===== src/rtl/baudrate_clk_gen.sv =====
// Baud-rate clock generator for the UART receive path: divides clk down to one bit period while en is high.
// Build option BAUDRATE_CLK_GEN_MIDBIT_EN places the first tick at mid-start-bit instead of one full period after enable.
module baudrate_clk_gen #(
    parameter int CLK_FREQ_HZ = 125_000_000,
    parameter int BAUD_RATE   = 115200
) (
    input  logic clk,
    input  logic rst_n,
    input  logic en,
    output logic baud_clk,
    output logic baud_tick
);

    localparam int DIV  = (CLK_FREQ_HZ + BAUD_RATE / 2) / BAUD_RATE;
    localparam int HALF = DIV / 2;
`ifdef BAUDRATE_CLK_GEN_MIDBIT_EN
    localparam int FIRST = HALF;
`else
    localparam int FIRST = DIV;
`endif
    // The count runs 1..DIV, so the width must hold DIV itself.
    localparam int CW = (DIV < 2) ? 1 : $clog2(DIV + 1);

    localparam logic [CW-1:0] C_DIV   = CW'(DIV);
    localparam logic [CW-1:0] C_HALF  = CW'(HALF);
    localparam logic [CW-1:0] C_FIRST = CW'(FIRST);

    if (DIV < 2) begin : g_cfg_err
        $error("baudrate_clk_gen: DIV must be at least 2");
    end

    typedef enum logic {
        S_IDLE = 1'b0,
        S_RUN  = 1'b1
    } state_t;

    state_t        r_state;
    state_t        w_state_next;
    logic [CW-1:0] r_cnt;
    logic [CW-1:0] w_cnt_next;
    logic          r_first;
    logic          w_first_next;
    logic          r_baud_clk;
    logic          w_baud_clk_next;
    logic          r_baud_tick;
    logic          w_baud_tick_next;
    logic          w_tick_hit;

    // r_first marks the leading interval, which may be shorter than DIV.
    assign w_tick_hit = r_first ? (r_cnt == C_FIRST) : (r_cnt == C_DIV);

    always_ff @(posedge clk or negedge rst_n) begin
        if (!rst_n) begin
            r_state     <= S_IDLE;
            r_cnt       <= '0;
            r_first     <= 1'b1;
            r_baud_clk  <= 1'b0;
            r_baud_tick <= 1'b0;
        end else begin
            r_state     <= w_state_next;
            r_cnt       <= w_cnt_next;
            r_first     <= w_first_next;
            r_baud_clk  <= w_baud_clk_next;
            r_baud_tick <= w_baud_tick_next;
        end
    end

    always_comb begin
        w_state_next     = r_state;
        w_cnt_next       = r_cnt;
        w_first_next     = r_first;
        w_baud_clk_next  = r_baud_clk;
        w_baud_tick_next = 1'b0;
        case (r_state)
            S_IDLE: begin
                w_cnt_next      = '0;
                w_first_next    = 1'b1;
                w_baud_clk_next = 1'b0;
                if (en) begin
                    w_state_next = S_RUN;
                    w_cnt_next   = CW'(1);
                end
            end
            S_RUN: begin
                if (!en) begin
                    w_state_next    = S_IDLE;
                    w_cnt_next      = '0;
                    w_first_next    = 1'b1;
                    w_baud_clk_next = 1'b0;
                end else if (w_tick_hit) begin
                    w_cnt_next       = CW'(1);
                    w_first_next     = 1'b0;
                    w_baud_clk_next  = 1'b1;
                    w_baud_tick_next = 1'b1;
                end else begin
                    w_cnt_next = r_cnt + CW'(1);
                    if (!r_first && (r_cnt == C_HALF)) begin
                        w_baud_clk_next = 1'b0;
                    end
                end
            end
            default: begin
                w_state_next    = S_IDLE;
                w_cnt_next      = '0;
                w_first_next    = 1'b1;
                w_baud_clk_next = 1'b0;
            end
        endcase
    end

    assign baud_clk  = r_baud_clk;
    assign baud_tick = r_baud_tick;

endmodule


===== config.mk =====
export PLATFORM = sky130hd
export DESIGN_NAME = baudrate_clk_gen
export DESIGN_NICKNAME = d
export VERILOG_FILES = /design/src/rtl/baudrate_clk_gen.sv
export SDC_FILE = /design/constraint.sdc
export NUM_CORES = 1
export LEC_CHECK = 0
export CORE_MARGIN = 10
export CORE_UTILIZATION = 40
export DETAILED_ROUTE_END_ITERATION = 6
export SYNTH_ARGS = -nofsm -noshare
export SYNTH_HDL_FRONTEND = slang
export SYNTH_SLANG_ARGS = --single-unit

===== constraint.sdc =====
create_clock -name clk -period 1.5 [get_ports clk]
set_input_delay 0.15 -clock clk [delete_from_list [all_inputs] [get_ports clk]]
set_output_delay 0.15 -clock clk [all_outputs]
set_load 0.03 [all_outputs]

# Yosys cells after proc, flatten, opt, wreduce, memory -nomap -nowiden
# Cells that the tools add are included.
# op_classes
n_bitwise	1
n_reduce_logical	2
eq_ne	4
muxes	15
add_sub_neg	1
# ops
cell	n
$mux W11	2
$pmux W11 S2	1
$add A11 B1 Y11 const B	1
$eq A11 B10 Y1 const B	1
$eq A11 B11 Y1 const B	1
$mux W1	10
$ne A4 B2 Y1 const B	1
$pmux W1 S2	2
$ne A3 B2 Y1 const B	1
$logic_and A1 B1 Y1	1
$logic_not A1 Y1	1
$not A1 Y1	1
# totals
elab_cells	28
ff_bits	15
in_bits	3
output_inout_bits	2

# Logic depth before layout (Yosys ltp)
# logic_depth
ltp_word	6
depth_mapped	6
mapped_depth_nobuf	6

# Worst setup path after synthesis
# OpenSTA, ideal clock, no wires.
# synth_path
path_type	reg-to-reg
from	register r_cnt[0]
to	register r_baud_clk, in the netlist baud_clk
path_stages_with_launch	6
setup_time_ns	0.120
setup_slack_ns	0.171
synth_period_minus_slack_ns	1.329
path_buffers	0
required_ns	1.380
t_arrival_ns	1.208
cell_sequence	dfrtp_1 > ha_1 > and4b_1 > nand4b_4 > nor2_4 > a41o_2
# synth_between
elab_chain_cells	4
word_cells_on_any_way	7
cone_classes	eq/ne: 3; mux: 3; reduce/logical: 1
# synth_lines
element	line	source
start: declaration	39	logic [CW-1:0] r_cnt;
start signal: assignment	61	r_cnt <= w_cnt_next;
$eq A11 B11 Y1	50	assign w_tick_hit = r_first ? (r_cnt == C_FIRST) : (r_cnt == C_DIV);
$mux W1	90	end else if (w_tick_hit) begin
$mux W1	85	if (!en) begin
$pmux W1 S2	74	case (r_state)
net w_baud_clk_next	44	logic w_baud_clk_next;
end signal: assignment	63	r_baud_clk <= w_baud_clk_next;
end: declaration	43	logic r_baud_clk;
# The timed path passes the listed nets, and every way through them passes these cells.
# A chain may end at the register's enable or synchronous reset.

# Worst setup path after layout
# layout_path
from	register r_baud_tick, in the netlist baud_tick
to	output port baud_tick
# layout_rtl
element	line	source
start: declaration	45	logic r_baud_tick;
start signal: assignment	64	r_baud_tick <= w_baud_tick_next;
end: declaration	11	output logic baud_tick
# No word-level cell between the ends.

==> results.json <==
{
  "run_status": "finished, final reports clean",
  "crit_buf_inv": 1,
  "portBuffers": 4,
  "path_max_fanout": 1,
  "ys_ff_latch": 15,
  "synth_seq_area_share_pct": 51.1,
  "synth.distinct_cells": 23,
  "viasPerCell": 4.96,
  "drc": 0,
  "cts_hold_buf": 0,
  "clock-root-buffer": "clkbuf_4",
  "core_area_sq_um": 1750,
  "grt_overflow": 0,
  "cts_inserted_buffers": 3,
  "antenna_found_initial": 0,
  "vias": 496,
  "synth.cell_area_sq_um": 737,
  "nFillCells": 167,
  "drtIter0Drc": 7,
  "seq_area_sq_um": 377,
  "fin_area_sq_um": 867,
  "place_congestion": 0.775,
  "worst_pin_slew_ps": 351,
  "min_period_over_period_pct": 94.6,
  "htreeDepth": 1,
  "routedWlPerCell_um": 12.8,
  "clockBufferDepth": 2,
  "cts_tree": "yes",
  "worst_path_max_delay_cell": "clkdlybuf4s50_1",
  "die_y_um": 62.9,
  "maxCapViolCount": 0,
  "hold_viol_final": 0,
  "grt_pass1_wl_um": 2370,
  "arrival_ps": 1270,
  "ant_nets": 0,
  "p_leak_nw": 0.433,
  "crit_chain": "clkdlybuf4s50_1",
  "syn_avg_cell_area_sq_um": 11.7,
  "cp.depth": 1,
  "wl_um": 1280,
  "diodes": 0,
  "layout-drive-gt1-share_pct": 18.7,
  "max_stage_delay_ps": 670,
  "clk_latency_ps": 270,
  "clk_pin_slew_ps": 80,
  "crit_required_ps": 1350,
  "yosys_warnings": 0,
  "final_common_cell": "dfrtp_1",
  "setup_tns_ps": 0,
  "maxSlewHeadroom_pct": 76.5,
  "min_path_type": "primary input to async pin",
  "first_pass_iters": 4,
  "powerDensity_nw_per_um2": 780,
  "skew_ps": 3.49,
  "grt_usage_pct": 7.37,
  "synth_nets": 69,
  "crit_type": "register to output port",
  "hpwl_um": 1010,
  "clock.fmax_mhz": 705,
  "die_area_sq_um": 3960,
  "ff2ff_path_depth": 6,
  "die_w_um": 62.9,
  "fin_nets": 82,
  "crit_family": "buffers and inverters",
  "syn_to_final_growth_pct": 17.7,
  "period_minus_slack_ps": 1420,
  "multiInputGateArea_sq_um": 349,
  "cp-end-kind": "output port",
  "slew_violations": 0,
  "first_global_vias": 537,
  "cp-start-kind": "register",
  "grt_max_degree": 11,
  "final_cell_mix": "dfrtp_1 (14), nor2_1 (10), xor2_1 (8)",
  "cts.sinks": 15,
  "start_util_pct": 42.2,
  "ios": 5,
  "syn_inst": 63,
  "ir_drop_mv": 0.459,
  "std_cell_rows": 15,
  "setup_viol": 0,
  "regToRegSetupSlack_ps": 170,
  "rsz0062_at_grt": "no",
  "placed_area_sq_um": 838
}
## state kept, by name, indices dropped and copies added (netlist names)
register	count
baud_clk	1
r_cnt	11
r_state	1
r_first	1
baud_tick	1
## cell usage after synthesis
master / number / area (sq um)
ha_1: 3 / 37.5
inv_1: 3 / 11.3
nand3_4: 1 / 17.5
nor3_1: 1 / 5.00
nand4b_1: 1 / 8.76
nand3b_1: 1 / 7.51
and3_1: 2 / 12.5
nand4b_4: 1 / 23.8
nand3_1: 3 / 15.0
xnor2_1: 1 / 8.76
xor2_1: 8 / 70.1
dfstp_2: 1 / 26.3
dfrtp_1: 14 / 350
nand2_1: 2 / 7.51
nor2_4: 1 / 11.3
nor2_1: 10 / 37.5
and4bb_4: 1 / 16.3
a31oi_1: 1 / 6.26
and4_2: 1 / 10.0
and4b_1: 1 / 10.0
a21o_1: 1 / 7.51
a41o_2: 1 / 11.3
nand4_1: 4 / 25.0
## metrics by stage
step / setup WS (ps) / hold slack [ps] / std cells / power, W / util, %
3_3_place_gp: 178 / 443 / 96 / 0.000465 / 48.0
5_1_grt: 11.4 / 146 / 100 / 0.000714 / 49.7
3_5_place_dp: 159 / 445 / 96 / 0.000466 / 48.0
2_1_floorplan: 171 / -146 / 63 / 0.000438 / -
6_report: 80.6 / 139 / 100 / 0.000676 / 49.7
4_1_cts: 8.25 / 136 / 100 / 0.000693 / 49.5
## repair_timing
action | in CTS | in global routing
setup buffers | 0 | 0
resized for setup | 0 | 1
endpoints found under the setup margin | 0 | 1
## cell type report
cell class	count	share of cell area (%)
Sequential cell	15	43.4
Multi-Input combinational cell	45	40.3
Timing Repair Buffer	8	8.37
Tap cell	25	3.61
Clock buffer	4	3.03
Inverter	3	1.30
## where the power goes
group | internal [W] | switching, W
Sequential | 0.000409 | 0.00000594
Combinational | 0.0000166 | 0.0000251
Clock | 0.000103 | 0.000117
## worst reg2reg max path, cell delays in order (launching register included)
cell,delay (ps)
dfrtp_1,400
inv_1,60
ha_1,130
and4b_1,220
nand4b_4,160
nand3_4,180
nor2_1,70
## per-layer routing
layer | GRT usage (%) | vias to the layer above | wire (um)
met4 | 5.03 | 0 | 23
met1 | 8.08 | 241 | 582
met3 | 1.61 | 4 | 39
met5 | 0 | - | 0
met2 | 12.3 | 7 | 632
li1 | - | 244 | -
## kinds of logic (layout without fill, tap and decap cells)
logic type               count (synthesis)  in the layout  share of synthesized area, %
flip-flops                              15             15                          51.1
buffers and inverters                    3             15                          1.53
adder cells (fa/ha/maj)                  3              3                          5.09
AND/OR/NAND/NOR                         30             30                          28.2
AO/OA/AOI/OAI                            3              3                          3.40
XOR/XNOR                                 9              9                          10.7
## final timing paths
path / from / endpoint
max: baud_tick / baud_tick
min: rst_n / r_cnt[1]
max reg2reg: r_cnt[1] / r_cnt[7]
min reg2reg: r_first / r_first
max in group asynchronous: rst_n / r_cnt[5]
min in group clk: en / r_state
No activity file was read; power rests on OpenSTA's default activity.
